**src/rtl/enemy_wave_controller_pkg.sv**
```systemverilog
// Shared playfield geometry and wave FSM encoding for the enemy wave controller.
package enemy_wave_controller_pkg;

  localparam int COORD_W  = 10;
  localparam int SCREEN_W = 640;
  localparam int SCREEN_H = 480;
  localparam int SPRITE   = 32;

  typedef enum logic [1:0] {
    W_RUN   = 2'd0,
    W_WAIT  = 2'd1,
    W_SPAWN = 2'd2
  } wave_state_t;

endpackage

```
**src/rtl/enemy_wave_controller_if.sv**
```systemverilog
// Bus between the collision checker / renderer side and the enemy wave controller.
interface enemy_wave_controller_if #(
  parameter int N_ENEMY = 4,
  parameter int COORD_W = enemy_wave_controller_pkg::COORD_W
);
  logic                         frame_tick;
  logic                         pause;
  logic [N_ENEMY-1:0]           hit_mask;
  logic [N_ENEMY*COORD_W-1:0]   enemy_x_flat;
  logic [N_ENEMY*COORD_W-1:0]   enemy_y_flat;
  logic [N_ENEMY-1:0]           enemy_alive;
  logic [N_ENEMY-1:0]           kill_pulse;
  logic [N_ENEMY-1:0]           escape_pulse;
  logic [7:0]                   wave_num;
  logic                         wave_clear;

  modport master (
    output frame_tick, pause, hit_mask,
    input  enemy_x_flat, enemy_y_flat, enemy_alive, kill_pulse, escape_pulse,
           wave_num, wave_clear
  );

  modport slave (
    input  frame_tick, pause, hit_mask,
    output enemy_x_flat, enemy_y_flat, enemy_alive, kill_pulse, escape_pulse,
           wave_num, wave_clear
  );
endinterface

```
**src/rtl/enemy_wave_controller_enemy_mover.sv**
```systemverilog
// One enemy sprite: diagonal motion with wall bounce/clamp, bottom escape and hit kill.
module enemy_mover #(
  parameter int COORD_W   = enemy_wave_controller_pkg::COORD_W,
  parameter int SCREEN_W  = enemy_wave_controller_pkg::SCREEN_W,
  parameter int SCREEN_H  = enemy_wave_controller_pkg::SCREEN_H,
  parameter int SPRITE    = enemy_wave_controller_pkg::SPRITE,
  parameter int SPEED_X   = 2,
  parameter int SPAWN_X   = 0,
  parameter bit SPAWN_NEG = 1'b0
) (
  input  logic               clk25,
  input  logic               reset_enemy,
  input  logic               tick,
  input  logic               spawn,
  input  logic               hit,
  input  logic [COORD_W-1:0] dy,
  output logic [COORD_W-1:0] x,
  output logic [COORD_W-1:0] y,
  output logic               alive,
  output logic               kill_pulse,
  output logic               escape_pulse
);

  localparam int SW = COORD_W + 2;
  localparam logic signed [SW-1:0] ZERO   = '0;
  localparam logic signed [SW-1:0] X_MAX  = SW'(SCREEN_W - SPRITE);
  localparam logic signed [SW-1:0] Y_LIM  = SW'(SCREEN_H - SPRITE);
  localparam logic signed [SW-1:0] STEP_X = SW'(SPEED_X);

  logic                 dir_neg;
  logic signed [SW-1:0] dx;
  logic signed [SW-1:0] nx;
  logic signed [SW-1:0] ny;

  assign dx = dir_neg ? -STEP_X : STEP_X;
  assign nx = $signed({2'b00, x}) + dx;
  assign ny = $signed({2'b00, y}) + $signed({2'b00, dy});

  always_ff @(posedge clk25 or posedge reset_enemy) begin
    if (reset_enemy) begin
      x            <= COORD_W'(SPAWN_X);
      y            <= '0;
      dir_neg      <= SPAWN_NEG;
      alive        <= 1'b1;
      kill_pulse   <= 1'b0;
      escape_pulse <= 1'b0;
    end else begin
      kill_pulse   <= 1'b0;
      escape_pulse <= 1'b0;
      if (spawn) begin
        x       <= COORD_W'(SPAWN_X);
        y       <= '0;
        dir_neg <= SPAWN_NEG;
        alive   <= 1'b1;
      end else if (alive) begin
        // A hit outranks the frame's motion, so a simultaneous escape never reports.
        if (hit) begin
          alive      <= 1'b0;
          kill_pulse <= 1'b1;
        end else if (tick) begin
          if (nx <= ZERO) begin
            x       <= '0;
            dir_neg <= 1'b0;
          end else if (nx >= X_MAX) begin
            x       <= X_MAX[COORD_W-1:0];
            dir_neg <= 1'b1;
          end else begin
            x <= nx[COORD_W-1:0];
          end
          if (ny >= Y_LIM) begin
            alive        <= 1'b0;
            escape_pulse <= 1'b1;
          end else begin
            y <= ny[COORD_W-1:0];
          end
        end
      end
    end
  end

endmodule

```
**src/rtl/enemy_wave_controller.sv**
```systemverilog
// Wave controller: N_ENEMY movers plus the clear/wait/respawn FSM with per-wave speed-up.
module enemy_wave_controller #(
  parameter int N_ENEMY        = 4,
  parameter int COORD_W        = enemy_wave_controller_pkg::COORD_W,
  parameter int SCREEN_W       = enemy_wave_controller_pkg::SCREEN_W,
  parameter int SCREEN_H       = enemy_wave_controller_pkg::SCREEN_H,
  parameter int SPRITE         = enemy_wave_controller_pkg::SPRITE,
  parameter int SPEED_X        = 2,
  parameter int SPEED_Y        = 2,
  parameter int MAX_BOOST      = 3,
  parameter int RESPAWN_FRAMES = 60
) (
  input  logic                    clk25,
  input  logic                    reset_enemy,
  enemy_wave_controller_if.slave  bus
);

  import enemy_wave_controller_pkg::wave_state_t;
  import enemy_wave_controller_pkg::W_RUN;
  import enemy_wave_controller_pkg::W_WAIT;
  import enemy_wave_controller_pkg::W_SPAWN;

  localparam int CNT_W = $clog2(RESPAWN_FRAMES + 1);
  localparam int SLOT  = SCREEN_W / N_ENEMY;

  wave_state_t                state, state_nx;
  logic [CNT_W-1:0]           frame_cnt, frame_cnt_nx;
  logic [7:0]                 wave_num, wave_num_nx;
  logic                       spawn;
  logic                       tick;
  logic [7:0]                 boost;
  logic [COORD_W-1:0]         dy;
  logic [N_ENEMY*COORD_W-1:0] x_flat;
  logic [N_ENEMY*COORD_W-1:0] y_flat;
  logic [N_ENEMY-1:0]         alive;
  logic [N_ENEMY-1:0]         kill;
  logic [N_ENEMY-1:0]         escape;

  assign tick  = bus.frame_tick & ~bus.pause;
  assign boost = (wave_num > 8'(MAX_BOOST)) ? 8'(MAX_BOOST) : wave_num;
  assign dy    = COORD_W'(SPEED_Y) + COORD_W'(boost);

  for (genvar i = 0; i < N_ENEMY; i++) begin : g_enemy
    enemy_mover #(
      .COORD_W   (COORD_W),
      .SCREEN_W  (SCREEN_W),
      .SCREEN_H  (SCREEN_H),
      .SPRITE    (SPRITE),
      .SPEED_X   (SPEED_X),
      .SPAWN_X   (SLOT * i + (SLOT - SPRITE) / 2),
      .SPAWN_NEG (i % 2 == 1)
    ) u_mover (
      .clk25        (clk25),
      .reset_enemy  (reset_enemy),
      .tick         (tick),
      .spawn        (spawn),
      .hit          (bus.hit_mask[i]),
      .dy           (dy),
      .x            (x_flat[i*COORD_W +: COORD_W]),
      .y            (y_flat[i*COORD_W +: COORD_W]),
      .alive        (alive[i]),
      .kill_pulse   (kill[i]),
      .escape_pulse (escape[i])
    );
  end

  always_ff @(posedge clk25 or posedge reset_enemy) begin
    if (reset_enemy) begin
      state     <= W_RUN;
      frame_cnt <= '0;
      wave_num  <= '0;
    end else begin
      state     <= state_nx;
      frame_cnt <= frame_cnt_nx;
      wave_num  <= wave_num_nx;
    end
  end

  always_comb begin
    state_nx     = state;
    frame_cnt_nx = frame_cnt;
    wave_num_nx  = wave_num;
    spawn        = 1'b0;
    case (state)
      W_RUN: begin
        if (alive == '0) begin
          state_nx     = W_WAIT;
          frame_cnt_nx = CNT_W'(RESPAWN_FRAMES);
        end
      end
      W_WAIT: begin
        if (tick) begin
          if (frame_cnt == '0) state_nx = W_SPAWN;
          else                 frame_cnt_nx = frame_cnt - 1'b1;
        end
      end
      W_SPAWN: begin
        spawn       = 1'b1;
        wave_num_nx = (wave_num == 8'hFF) ? wave_num : wave_num + 8'd1;
        state_nx    = W_RUN;
      end
      default: state_nx = W_RUN;
    endcase
  end

  assign bus.enemy_x_flat = x_flat;
  assign bus.enemy_y_flat = y_flat;
  assign bus.enemy_alive  = alive;
  assign bus.kill_pulse   = kill;
  assign bus.escape_pulse = escape;
  assign bus.wave_num     = wave_num;
  assign bus.wave_clear   = (state == W_WAIT);

endmodule

```
**src/flat_wrapper.sv**
```systemverilog
// flat-port wrapper written by rule: the top's interface ports become plain ports
module enemy_wave_controller_flat import enemy_wave_controller_pkg::wave_state_t; import enemy_wave_controller_pkg::W_RUN; import enemy_wave_controller_pkg::W_WAIT; import enemy_wave_controller_pkg::W_SPAWN;
#(
  parameter int N_ENEMY        = 4,
  parameter int COORD_W        = enemy_wave_controller_pkg::COORD_W,
  parameter int SCREEN_W       = enemy_wave_controller_pkg::SCREEN_W,
  parameter int SCREEN_H       = enemy_wave_controller_pkg::SCREEN_H,
  parameter int SPRITE         = enemy_wave_controller_pkg::SPRITE,
  parameter int SPEED_X        = 2,
  parameter int SPEED_Y        = 2,
  parameter int MAX_BOOST      = 3,
  parameter int RESPAWN_FRAMES = 60
)
  (clk25, reset_enemy, bus_frame_tick, bus_pause, bus_hit_mask, bus_enemy_x_flat, bus_enemy_y_flat, bus_enemy_alive, bus_kill_pulse, bus_escape_pulse, bus_wave_num, bus_wave_clear);
  enemy_wave_controller_if #(.N_ENEMY(N_ENEMY), .COORD_W(COORD_W)) bus_i ();
  input  logic clk25;
  input  logic reset_enemy;
  input wire logic [$bits(bus_i.frame_tick)-1:0] bus_frame_tick;
  input wire logic [$bits(bus_i.pause)-1:0] bus_pause;
  input wire logic [$bits(bus_i.hit_mask)-1:0] bus_hit_mask;
  output wire logic [$bits(bus_i.enemy_x_flat)-1:0] bus_enemy_x_flat;
  output wire logic [$bits(bus_i.enemy_y_flat)-1:0] bus_enemy_y_flat;
  output wire logic [$bits(bus_i.enemy_alive)-1:0] bus_enemy_alive;
  output wire logic [$bits(bus_i.kill_pulse)-1:0] bus_kill_pulse;
  output wire logic [$bits(bus_i.escape_pulse)-1:0] bus_escape_pulse;
  output wire logic [$bits(bus_i.wave_num)-1:0] bus_wave_num;
  output wire logic [$bits(bus_i.wave_clear)-1:0] bus_wave_clear;
  assign bus_i.frame_tick = bus_frame_tick;
  assign bus_i.pause = bus_pause;
  assign bus_i.hit_mask = bus_hit_mask;
  assign bus_enemy_x_flat = bus_i.enemy_x_flat;
  assign bus_enemy_y_flat = bus_i.enemy_y_flat;
  assign bus_enemy_alive = bus_i.enemy_alive;
  assign bus_kill_pulse = bus_i.kill_pulse;
  assign bus_escape_pulse = bus_i.escape_pulse;
  assign bus_wave_num = bus_i.wave_num;
  assign bus_wave_clear = bus_i.wave_clear;
  enemy_wave_controller #(.N_ENEMY(N_ENEMY), .COORD_W(COORD_W), .SCREEN_W(SCREEN_W), .SCREEN_H(SCREEN_H), .SPRITE(SPRITE), .SPEED_X(SPEED_X), .SPEED_Y(SPEED_Y), .MAX_BOOST(MAX_BOOST), .RESPAWN_FRAMES(RESPAWN_FRAMES)) u_core (.clk25(clk25), .reset_enemy(reset_enemy), .bus(bus_i));
endmodule
```
**config.mk**
```make
export PLATFORM = sky130hd
export DESIGN_NAME = enemy_wave_controller_flat
export DESIGN_NICKNAME = d
export VERILOG_FILES = /design/src/rtl/enemy_wave_controller_pkg.sv /design/src/rtl/enemy_wave_controller_if.sv /design/src/rtl/enemy_wave_controller_enemy_mover.sv /design/src/rtl/enemy_wave_controller.sv /design/src/flat_wrapper.sv
export SDC_FILE = /design/constraint.sdc
export NUM_CORES = 1
export LEC_CHECK = 0
export CAP_MARGIN = 20
export CORE_MARGIN = 3
export CORE_UTILIZATION = 40
export CTS_BUF_LIST = sky130_fd_sc_hd__clkbuf_8
export CTS_CLUSTER_SIZE = 25
export DETAILED_ROUTE_END_ITERATION = 7
export PLACE_DENSITY = 0.62
export SLEW_MARGIN = 20
export SYNTH_ARGS = -nofsm -noshare
export SYNTH_HDL_FRONTEND = slang
export SYNTH_SLANG_ARGS = --single-unit
```
**constraint.sdc**
```tcl
create_clock -name clk25 -period 6.32 [get_ports clk25]
set_input_delay 1.264 -clock clk25 [delete_from_list [all_inputs] [get_ports clk25]]
set_output_delay 1.264 -clock clk25 [all_outputs]
set_load 0.01 [all_outputs]
```
# After elaboration in Yosys (flattened, before gate mapping)
# Index checks and enable logic that the tools add are counted.
# word_totals
register_bits	112
input_bits	8
out_inout_bits	101
elab_cells	231
# op_classes
addsub	11
n_lt_le_gt_ge	13
n_eq_ne	15
n_mux	134
bitwise_logic	3
n_reduce_logical	28
# ops
cell	count
2-to-1 mux 10 bit	44
2-to-1 mux 1 bit	77
adder 11 x 12 -> 12 bit	4
greater-or-equal comparator 12 x 11 -> 1 bit, second input constant	4
<= comparator 12 x 1 -> 1 bit, second input constant	4
2-to-1 mux 12 bit	4
adder 10 x 10 -> 11 bit	4
greater-or-equal comparator 11 x 9 -> 1 bit, second input constant	4
AND reduction 4 bit	9
!= test 2 x 1 -> 1 bit, second input constant	10
2-to-1 mux 6 bit	3
AND reduction 3 bit	5
case mux 6 bit (2 select lines)	1
nonzero test 2 bit	6
nonzero test 3 bit	4
adder 2 x 8 -> 9 bit, first input constant	1
adder 8 x 1 -> 8 bit, second input constant	1
== test 8 bit, second input constant	1
> comparator 8 x 2 -> 1 bit, second input constant	1
2-to-1 mux 8 bit	1
logical NOT 6 bit	1
2-to-1 mux 2 bit	3
subtractor 6 x 1 -> 6 bit, second input constant	1
logical NOT 4 bit	1
8 further kinds	10

# Longest topological paths before layout
# Gate-level depths: netlist of the first run.
# depth
ltp_word	10
mapped_depth	15
depth_no_buf	14

# Cells and area by module
# A second synthesis of the first run with hierarchy kept.
# hier_totals
hier_cells	985
hier_area_um2	9147.5
# by_module_without_submodules
module	n_inst	cells_per_inst	area_per_inst_um2	seq_area_each_um2
enemy_mover at u_core.g_enemy[1].u_mover	1	242	2183.3	581.8
enemy_mover at u_core.g_enemy[2].u_mover	1	240	2139.6	579.3
enemy_mover at u_core.g_enemy[3].u_mover	1	208	1963.1	580.6
enemy_mover at u_core.g_enemy[0].u_mover	1	199	1880.6	578.1
enemy_wave_controller	1	96	980.9	400.4

# Worst setup path after synthesis of the first run
# OpenSTA, ideal clock, no wires.
# synth_path
path_kind	register -> register
from	register u_core.wave_num[3] (netlist: u_core.bus.wave_num[3])
to	register u_core.g_enemy[0].u_mover.y[8]
arrival_ns	3.625
required_time_ns	6.193
path_slack_ns	2.569
path_stages_with_launch	15
synth_period_minus_slack_ns	3.751
path_cell_list	dfrtp_1 > nor4_1 > nand2_1 > or2_2 > ha_1 > ha_1 > and3_4 > a2111oi_4 > a21oi_1 > xnor2_1 > nor4_1 > nor4_4 > buf_4 > nand3_1 > o21ai_0
# synth_between
elab_chain_len	9
word_cells_on_any_way	12
classes_between	add/sub: 2; order compare: 2; eq/ne: 1; mux: 6; reduce/logical: 1
# synth_rtl
element	line	source
from (decl)	enemy_wave_controller.sv:28	logic [7:0] wave_num, wave_num_nx;
from (signal assigned)	enemy_wave_controller.sv:75	wave_num <= wave_num_nx;
> comparator 8 x 2 -> 1 bit	enemy_wave_controller.sv:40	assign boost = (wave_num > 8'(MAX_BOOST)) ? 8'(MAX_BOOST) : wave_num;
2-to-1 mux 8 bit *	enemy_wave_controller.sv:40	
adder 2 x 8 -> 9 bit *	enemy_wave_controller.sv:41	assign dy = COORD_W'(SPEED_Y) + COORD_W'(boost);
adder 10 x 10 -> 11 bit *	enemy_wave_controller_enemy_mover.sv:37	assign ny = $signed({2'b00, y}) + $signed({2'b00, dy});
branches (longest 5 deep; another with greater-or-equal comparator 11 x 9 -> 1 bit)	-	
to (signal assigned)	enemy_wave_controller_enemy_mover.sv:74	y <= ny[COORD_W-1:0];
to (decl)	enemy_wave_controller_enemy_mover.sv:18	output logic [COORD_W-1:0] y,
# Every way passes the cells marked *. The select of a mux whose other input is x is not followed.
# A chain may end at the register's enable or synchronous reset.

# Worst setup path after layout of the first run
# layout_path
from	register u_core.wave_num[3] (netlist: u_core.bus.wave_num[3])
to	register u_core.g_enemy[0].u_mover.y[2]
# The elaborated chain is that of the path after synthesis.

==> summary.txt, run 1 <==
RSZ-0062 raised after global routing = false
final core utilization = 48.4%
synthesized area = 8410 um^2
routability cong. = 0.862
Fin. Hold Viols = 0
setup TNS = 0 ps
drt via density = 5.56
WL final = 20800 um
area delta synth->final = 17.6%
Final Cycle Share = 68.1%
ANT nets after route = 0
Synth Flop Type = dfrtp_1
n_diodes = 0
CTS tree = done
width of the die = 151 um
R2R Setup Slk = 2020 ps
reg-to-reg startpoint = u_core.bus.wave_num[3]
Tmin final = 4300 ps
vias in the first global route = 6860
worst hold path depth = 2
PwrDens = 143 nW/um^2
sequential area share after synthesis = 32.3%
worst-path fanout max = 18
global route total overflow = 0
hpwl dp = 15600 um
initial core utilization = 41.2%
most frequent cells in the layout = 104 x clkdlybuf4s50_1, 94 x dfrtp_1, 76 x ha_1, 74 x nand2_1, 69 x nor2_1
CP Launch Type = register
setup bufs post-CTS = 0
CP max stage cell = nor4_4
nets@finish = 1122
routed via count = 7252
R2R depth = 13
Synth Warn # = 0
clock root buffer = clkbuf_8
CTS clk-pin slew, worst paths = 110 ps
WP data arrival = 4580 ps
peak supply drop = 0.101 mV
clk buf depth = 2
crit end category = register
worst endpoint required time = 6600 ps
fin. max-slew vios = 0
Post-synth EDFFs = 0
global-route usage over all layers = 18.6%
Hold WC Path Type = register to register
max-cap viol count = 0
Yosys reg bits = 108
Fin Hold WS = 519 ps
Die ar. = 22800 um^2
Die Span Y = 151 um
status = finished, final reports clean
core area = 20400 um^2
Crit path buffers/inverters = 0
post-synth cell types = 79
average size of a mapped cell = 9.11 um^2
Hold Path End = u_core.g_enemy[3].u_mover.x[9]
Synth async-reset ratio = 100%
DRC Markers = 0
Rel. slew slack = 39.7%
CP cell instances = nor4_1 -> nand2_1 -> or2_2 -> ha_1 -> ha_1 -> and3_4 -> a2111oi_4 -> a211oi_1 -> a211oi_1 -> a31oi_1 -> nor4_4 -> mux2i_1 -> nor2_1
Sink Count = 108
port bufs = 104
DRT Pass-1 Iters = 6
H-tree depth = 3
Post-Synthesis Cells = 924
area share of the largest cell type after synthesis = 28.0%
first-pass GRT wire length = 34300 um
# setup viols final = 0
WS Path Type = register to register
pin count of the biggest net entering global routing = 56
leakage power figure = 4.34 nW
number of DRC markers in iteration 0 = 275
delay-heaviest family, CP = simple AND/OR/NAND/NOR gates
hold path startpoint = u_core.g_enemy[3].u_mover.x[9]
Clock Skew = 14.7 ps
Post-CTS Resized = 0
fraction of layout cells with a size suffix above 1 = 7.15%
largest cells by area after synthesis = dfrtp_1 28%, ha_1 11%, dfstp_2 4.4%
measured slew at the worst slew-check pin = 905 ps
cts hold-fix bufs = 0
average wire per cell in the routed design = 15.9 um
initial antenna violation count = 0
worst skew pair latency = 390 ps
row count = 52
Max Fclk = 232 MHz
CTS Buf Count = 9
power consumption = 1.41 mW
Setup WS pre-CTS = 2050 ps
final worst slack = 2020 ps
reg-to-reg endpoint = u_core.g_enemy[0].u_mover.y[2]
commonest non-fill, non-tap cell in the layout = clkdlybuf4s50_1
post-synth top area cell = dfrtp_1
Top Ports = 109
delay of the slowest critical-path stage = 700 ps
worst max path at each step:
stage | from | to | cells past startpoint
2_1_floorplan | reset_enemy | u_core.bus.wave_num[0] | 1
5_1_grt | u_core.bus.wave_num[3] | u_core.g_enemy[0].u_mover.y[1] | 13
6_report | u_core.bus.wave_num[3] | u_core.g_enemy[0].u_mover.y[2] | 13
3_5_place_dp | u_core.bus.wave_num[3] | u_core.g_enemy[0].u_mover.y[2] | 13
3_3_place_gp | u_core.bus.wave_num[3] | u_core.g_enemy[0].u_mover.y[2] | 13
4_1_cts | u_core.bus.wave_num[3] | u_core.g_enemy[0].u_mover.y[2] | 13
worst register-to-register path: cells and delay by family, from the launching register on:
family                     cells  cell delay, ps
AOI/OAI and AO/OA              4             950
adders and majority gates      2             760
DFF                            1             460
muxes                          1             270
and+or+nand+nor                6            1760
report_power, final:
part	internal [mW]	total, mW	leakage [nW]	switching [mW]
registers	0.715	0.745	1.38	0.0293
logic	0.114	0.252	2.86	0.138
clock network	0.164	0.416	0.0983	0.253
total	0.993	1.41	4.34	0.420
final cells by class:
cell class	count	area (um^2)
clock buffer	11	151
clock inverter	5	28.8
fill	1974	10500
inverter	35	134
multi-input combinational	768	5450
sequential	108	2720
tap	270	338
timing repair buffer	108	1070
sequential cells by signal (all words and copies together), names as in the netlist:
name / flops
u_core.g_enemy.u_mover.y: 40
u_core.state: 2
u_core.g_enemy.u_mover.kill_pulse: 4
u_core.g_enemy.u_mover.x: 36
u_core.g_enemy.u_mover.alive: 4
u_core.g_enemy.u_mover.dir_neg: 4
u_core.bus.wave_num: 8
u_core.frame_cnt: 6
u_core.g_enemy.u_mover.escape_pulse: 4
synthesized netlist by cell type (16+ instances only):
cell type / n
a211oi_1: 20
a21oi_1: 47
a22o_1: 25
buf_4: 18
clkbuf_1: 16
dfrtp_1: 94
ha_1: 76
inv_1: 35
nand2_1: 74
nand3_1: 31
nor2_1: 69
nor2b_1: 19
nor3_1: 27
o21a_1: 17
o21ai_0: 58
xnor2_1: 37
xor2_1: 21
kinds of logic after synthesis:
kind of cell    share of synthesized area [%]
buf+inv                                  4.06
other cells                            0.0446
compound gates                           25.0
mux                                     0.639
flops                                    32.3
simple gates                             18.7
xor+xnor                                 6.04
fa+ha+maj                                13.2
routing by layer:
metal	share of wire, %	global-route usage [%]	up-vias
li1	-	-	3604
met1	47	25.0	3460
met2	46	30.1	166
met3	4.8	3.95	22
met4	1.8	5.39	0
met5	0	0	-
through the flow:
step,std cells,cell area [um^2]
after floorplan,948,8500
after global routing,1305,9890
after CTS,1305,9890
final,1305,9890
after detailed placement,1289,9710
after global placement,1289,9710
Note: power is estimated with default switching activity, not from simulation.
==> run 2: changes to the inputs <==
==> constraint.sdc (replaced) <==
create_clock -name clk25 -period 4.2 [get_ports clk25]
set_input_delay 0.84 -clock clk25 [delete_from_list [all_inputs] [get_ports clk25]]
set_output_delay 0.84 -clock clk25 [all_outputs]
set_load 0.01 [all_outputs]
==> run 2 against run 1 <==
  * Critical path type unchanged
  * Final area grew 1.4%
  * Highest routed layer unchanged
  * Cell count grew 0.69%
  * Fmax rose by 9.3%
  * Non-clock buffer count grew 9
  * Largest cell class unchanged
  * Critical path depth did not move
  * Clock skew increased by 3.0 ps
==> summary.txt, run 2 (synthesis gave the netlist of run 1 again) <==
status = finished, final reports clean
core area = 20400 um^2
commonest non-fill, non-tap cell in the layout = clkdlybuf4s50_1
CTS Buf Count = 9
n_diodes = 0
routed via count = 7154
leakage power figure = 4.40 nW
power consumption = 2.22 mW
fin area = 10000 um^2
crit end category = register
initial core utilization = 41.2%
WP data arrival = 4240 ps
CTS tree = done
# setup viols final = 0
Die ar. = 22800 um^2
DRT Pass-1 Iters = 4
PwrDens = 222 nW/um^2
worst-path fanout max = 12
CTS clk-pin slew, worst paths = 100 ps
width of the die = 151 um
biggest regs = u_core.g_enemy.u_mover.y x40, u_core.g_enemy.u_mover.x x36, u_core.bus.wave_num x8
Top Ports = 109
vias in the first global route = 6935
WS Path Type = register to register
ANT nets after route = 0
global-route usage over all layers = 18.7%
routability cong. = 0.879
clock root buffer = clkbuf_8
Tmin final = 3940 ps
FILL cells = 1981
worst skew pair latency = 390 ps
fraction of layout cells with a size suffix above 1 = 8.43%
Max Fclk = 254 MHz
Fin. Hold Viols = 0
area delta synth->final = 19.3%
RSZ-0062 raised after global routing = false
global route total overflow = 0
initial antenna violation count = 0
fin. max-slew vios = 0
multi-input combinational cell area = 5470 um^2
register area = 2720 um^2
clk buf depth = 2
max-cap viol count = 0
most frequent cells in the layout = 104 x clkdlybuf4s50_1, 94 x dfrtp_1, 76 x ha_1, 74 x nand2_1, 69 x nor2_1
WL final = 20800 um
row count = 52
pin count of the biggest net entering global routing = 55
hpwl dp = 15800 um
Die Span Y = 151 um
Final Cycle Share = 93.8%
H-tree depth = 3
drt via density = 5.44
Hold WC Path Type = register to register
DRC Markers = 0
setup TNS = 0 ps
area post-placement = 9780 um^2
average wire per cell in the routed design = 15.8 um
CP Launch Type = register
cts hold-fix bufs = 0
Rel. slew slack = 38.9%
worst endpoint required time = 4500 ps
Largest register FFs = 40
measured slew at the worst slew-check pin = 914 ps
port bufs = 104
first-pass GRT wire length = 34800 um
peak supply drop = 0.185 mV
number of DRC markers in iteration 0 = 279
Top reg by flops = u_core.g_enemy.u_mover.y
nets@finish = 1131
Clock Skew = 17.6 ps
Sink Count = 108
==> run 2: worst max-delay path: stages, from the launching register on <==
cell	delay, ps
dfrtp_1	460
nor4_1	290
nand2_1	90
or2_2	390
ha_1	400
ha_1	360
and3_4	210
a2111oi_4	400
a21oi_1	130
xnor2_1	180
nor4_2	450
nor4_4	80
buf_4	180
a211oi_1	220
==> run 2: power breakdown <==
group	switching (mW)	internal, mW	total [mW]	leakage (nW)
clock network	0.367	0.348	0.714	0.115
logic	0.212	0.178	0.390	2.91
registers	0.0433	1.08	1.12	1.38
total	0.622	1.60	2.22	4.40
==> run 2: final timing paths <==
kind	slack (ps)	from	end	cells after the start
worst max-delay path	260	u_core.bus.wave_num[3]	u_core.g_enemy[0].u_mover.y[1]	13
worst min-delay path	520	u_core.frame_cnt[0]	u_core.frame_cnt[0]	1
worst max register to register	260	u_core.bus.wave_num[3]	u_core.g_enemy[0].u_mover.y[1]	13
worst min register to register	520	u_core.frame_cnt[0]	u_core.frame_cnt[0]	1
max in group asynchronous	2490	reset_enemy	u_core.g_enemy[1].u_mover.x[6]	3
min in group asynchronous	930	reset_enemy	u_core.g_enemy[3].u_mover.x[7]	2
==> run 2: what timing repair did <==
action,4_1_cts,5_1_grt
endpoints found under the setup margin,0,29
gates resized for setup,0,8
setup buffers,0,2
==> run 2: per-layer routing <==
| metal | part of all wire (%) | track usage [%] |
|---|---|---|
| met1 | 48 | 25.3 |
| met2 | 47 | 31.7 |
| met3 | 3.6 | 3.29 |
| met4 | 1.3 | 3.90 |
| met5 | 0 | 0 |
==> run 2: cell type report <==
class | instances | share of cell area (%)
multi-input cells | 768 | 54.6
flip-flops and latches | 108 | 27.1
repair buffers | 117 | 11.5
well taps | 270 | 3.37
clock buffers | 10 | 1.37
inverters | 35 | 1.33
clock inverters | 6 | 0.798
==> run 2: metrics by stage <==
| stage | setup WS, ps | utilization (%) | instances | hold WS (ps) |
|---|---|---|---|---|
| after CTS | 107 | 48.9 | 1312 | 524 |
| after floorplan | 449 | - | 948 | 474 |
| after global routing | 10.2 | 49.1 | 1314 | 549 |
| after global placement | 233 | 47.9 | 1296 | 494 |
| after detailed placement | 116 | 47.9 | 1296 | 499 |
| final | 261 | 49.1 | 1314 | 522 |
==> run 3: changes to the inputs <==
--- a/config.mk
+++ b/config.mk
@@ -6,7 +6,7 @@
 export NUM_CORES = 1
 export LEC_CHECK = 0
 export CAP_MARGIN = 20
-export CORE_MARGIN = 3
+export CORE_MARGIN = 2
 export CORE_UTILIZATION = 40
 export CTS_BUF_LIST = sky130_fd_sc_hd__clkbuf_8
 export CTS_CLUSTER_SIZE = 25
==> run 3 against run 2 <==
  * Non-clock buffer count is 4 lower
  * Power is 3.2% lower
  * Cell count hardly changed
  * Clock-buffer cell count stayed put
  * Worst setup slack better by 140 ps
  * Sequential share of layout area is 0.11 points higher
  * Clock power is 9.8% lower
  * Combinational power hardly changed
  * Largest power group unchanged
==> summary.txt, run 3 (synthesis gave the netlist of run 1 again) <==
measured slew at the worst slew-check pin = 953 ps
port bufs = 104
biggest regs = u_core.g_enemy.u_mover.y x40, u_core.g_enemy.u_mover.x x36, u_core.bus.wave_num x8
Layout Cells excl Fill = 1315
Sink Count = 108
Max Fclk = 263 MHz
PwrDens = 215 nW/um^2
CP Launch Type = register
n_diodes = 0
Die ar. = 22200 um^2
routability cong. = 0.859
RSZ-0062 raised after global routing = false
Crit path top cell by count = nor4_1
worst skew pair latency = 390 ps
nets@finish = 1127
Rel. slew slack = 36.4%
area delta synth->final = 18.8%
DRC Markers = 0
Die Span Y = 149 um
WL final = 20900 um
initial core utilization = 40.4%
fraction of layout cells with a size suffix above 1 = 7.98%
average wire per cell in the routed design = 15.9 um
row count = 53
Top Ports = 109
core area = 20800 um^2
fin. max-slew vios = 0
ANT nets after route = 0
first-pass GRT wire length = 34600 um
CP cell instances = nor4_1 -> nand2_1 -> or2_4 -> ha_2 -> ha_1 -> and3_4 -> a2111oi_4 -> a21oi_1 -> xnor2_1 -> nor4_1 -> buf_4 -> nor4_4 -> buf_6 -> nor2_1 -> a211oi_1
final worst slack = 399 ps
M1 WL = 10400 um
max-cap viol count = 0
Largest register FFs = 40
routed via count = 7152
Fin. Hold Viols = 0
# setup viols final = 0
commonest non-fill, non-tap cell in the layout = clkdlybuf4s50_1
CTS clk-pin slew, worst paths = 100 ps
clock root buffer = clkbuf_8
width of the die = 149 um
WS Path Type = register to register
WL met2 = 9470 um
area post-placement = 9760 um^2
pin count of the biggest net entering global routing = 60
crit end category = register
Setup WS pre-CTS = 78.7 ps
drt via density = 5.44
Hold WC Path Type = register to register
fin area = 10000 um^2
power consumption = 2.15 mW
DRT Pass-1 Iters = 4
worst endpoint required time = 4500 ps
global route total overflow = 0
Final Cycle Share = 90.5%
most frequent cells in the layout = 104 x clkdlybuf4s50_1, 94 x dfrtp_1, 75 x ha_1, 74 x nand2_1, 69 x nor2_1
clk buf depth = 2
cts hold-fix bufs = 0
H-tree depth = 3
leakage power figure = 4.38 nW
global-route usage over all layers = 19.3%
metal3 WL = 779 um
R2R Setup Slk = 400 ps
Clock Skew = 16.3 ps
CP max stage cell = dfrtp_1
CTS Buf Count = 9
delay of the slowest critical-path stage = 460 ps
Top Layer Used = met4
# placed instances = 1298
hpwl dp = 15800 um
Tmin final = 3800 ps
peak supply drop = 0.143 mV
vias in the first global route = 6837
CTS tree = done
number of DRC markers in iteration 0 = 261
worst-path fanout max = 18
Top reg by flops = u_core.g_enemy.u_mover.y
WP data arrival = 4100 ps
initial antenna violation count = 0
setup TNS = 0 ps
status = finished, final reports clean
==> run 3: final cells by class <==
class | instances | area (um^2)
Fill cell | 2022 | 10800
Tap cell | 275 | 344
Inverter | 35 | 134
Multi-Input combinational cell | 768 | 5490
Clock buffer | 10 | 138
Sequential cell | 108 | 2720
Timing Repair Buffer | 113 | 1120
Clock inverter | 6 | 50.0
==> run 3: what timing repair did <==
| action | 4_1_cts | 5_1_grt |
|---|---|---|
| endpoints found under the setup margin | 0 | 36 |
| buffers inserted | 0 | 1 |
| resized for setup | 0 | 12 |
==> run 3: metal layers <==
layer  global-route usage (%)  vias up
met5                        0        -
li1                         -     3619
met1                     27.3     3396
met4                     3.95        0
met2                     30.9      123
met3                     3.36       14
==> run 3: worst max-delay path: cells and delay by family (launching register included) <==
kind / cells / cell delay, ps
and+or+nand+nor: 7 / 1270
AOI/OAI and AO/OA: 3 / 740
adders and majority gates: 2 / 670
DFF: 1 / 460
buffers and inverters: 2 / 350
xor gates and xnor gates: 1 / 200
==> run 3: report_power, final <==
group / internal, mW / total, mW / switching (mW)
clock network: 0.284 / 0.644 / 0.360
registers: 1.08 / 1.12 / 0.0441
logic: 0.176 / 0.387 / 0.211
==> run 3: final timing paths <==
path                                                      from  cells after the start                        endpoint
worst max-delay path                    u_core.bus.wave_num[3]                     15  u_core.g_enemy[0].u_mover.y[7]
worst min-delay path            u_core.g_enemy[3].u_mover.x[9]                      2  u_core.g_enemy[3].u_mover.x[9]
worst max register to register          u_core.bus.wave_num[3]                     15  u_core.g_enemy[0].u_mover.y[7]
worst min register to register  u_core.g_enemy[3].u_mover.x[9]                      2  u_core.g_enemy[3].u_mover.x[9]
max in group asynchronous                          reset_enemy                      3  u_core.g_enemy[3].u_mover.x[5]
min in group asynchronous                          reset_enemy                      2  u_core.g_enemy[3].u_mover.x[8]
==> run 3: through the flow <==
stage               hold slack (ps)  utilization [%]
floorplan                       474                -
global placement                495             46.9
detailed placement              499             46.9
CTS                             516             47.8
global route                    542             48.0
finish                          508             48.0
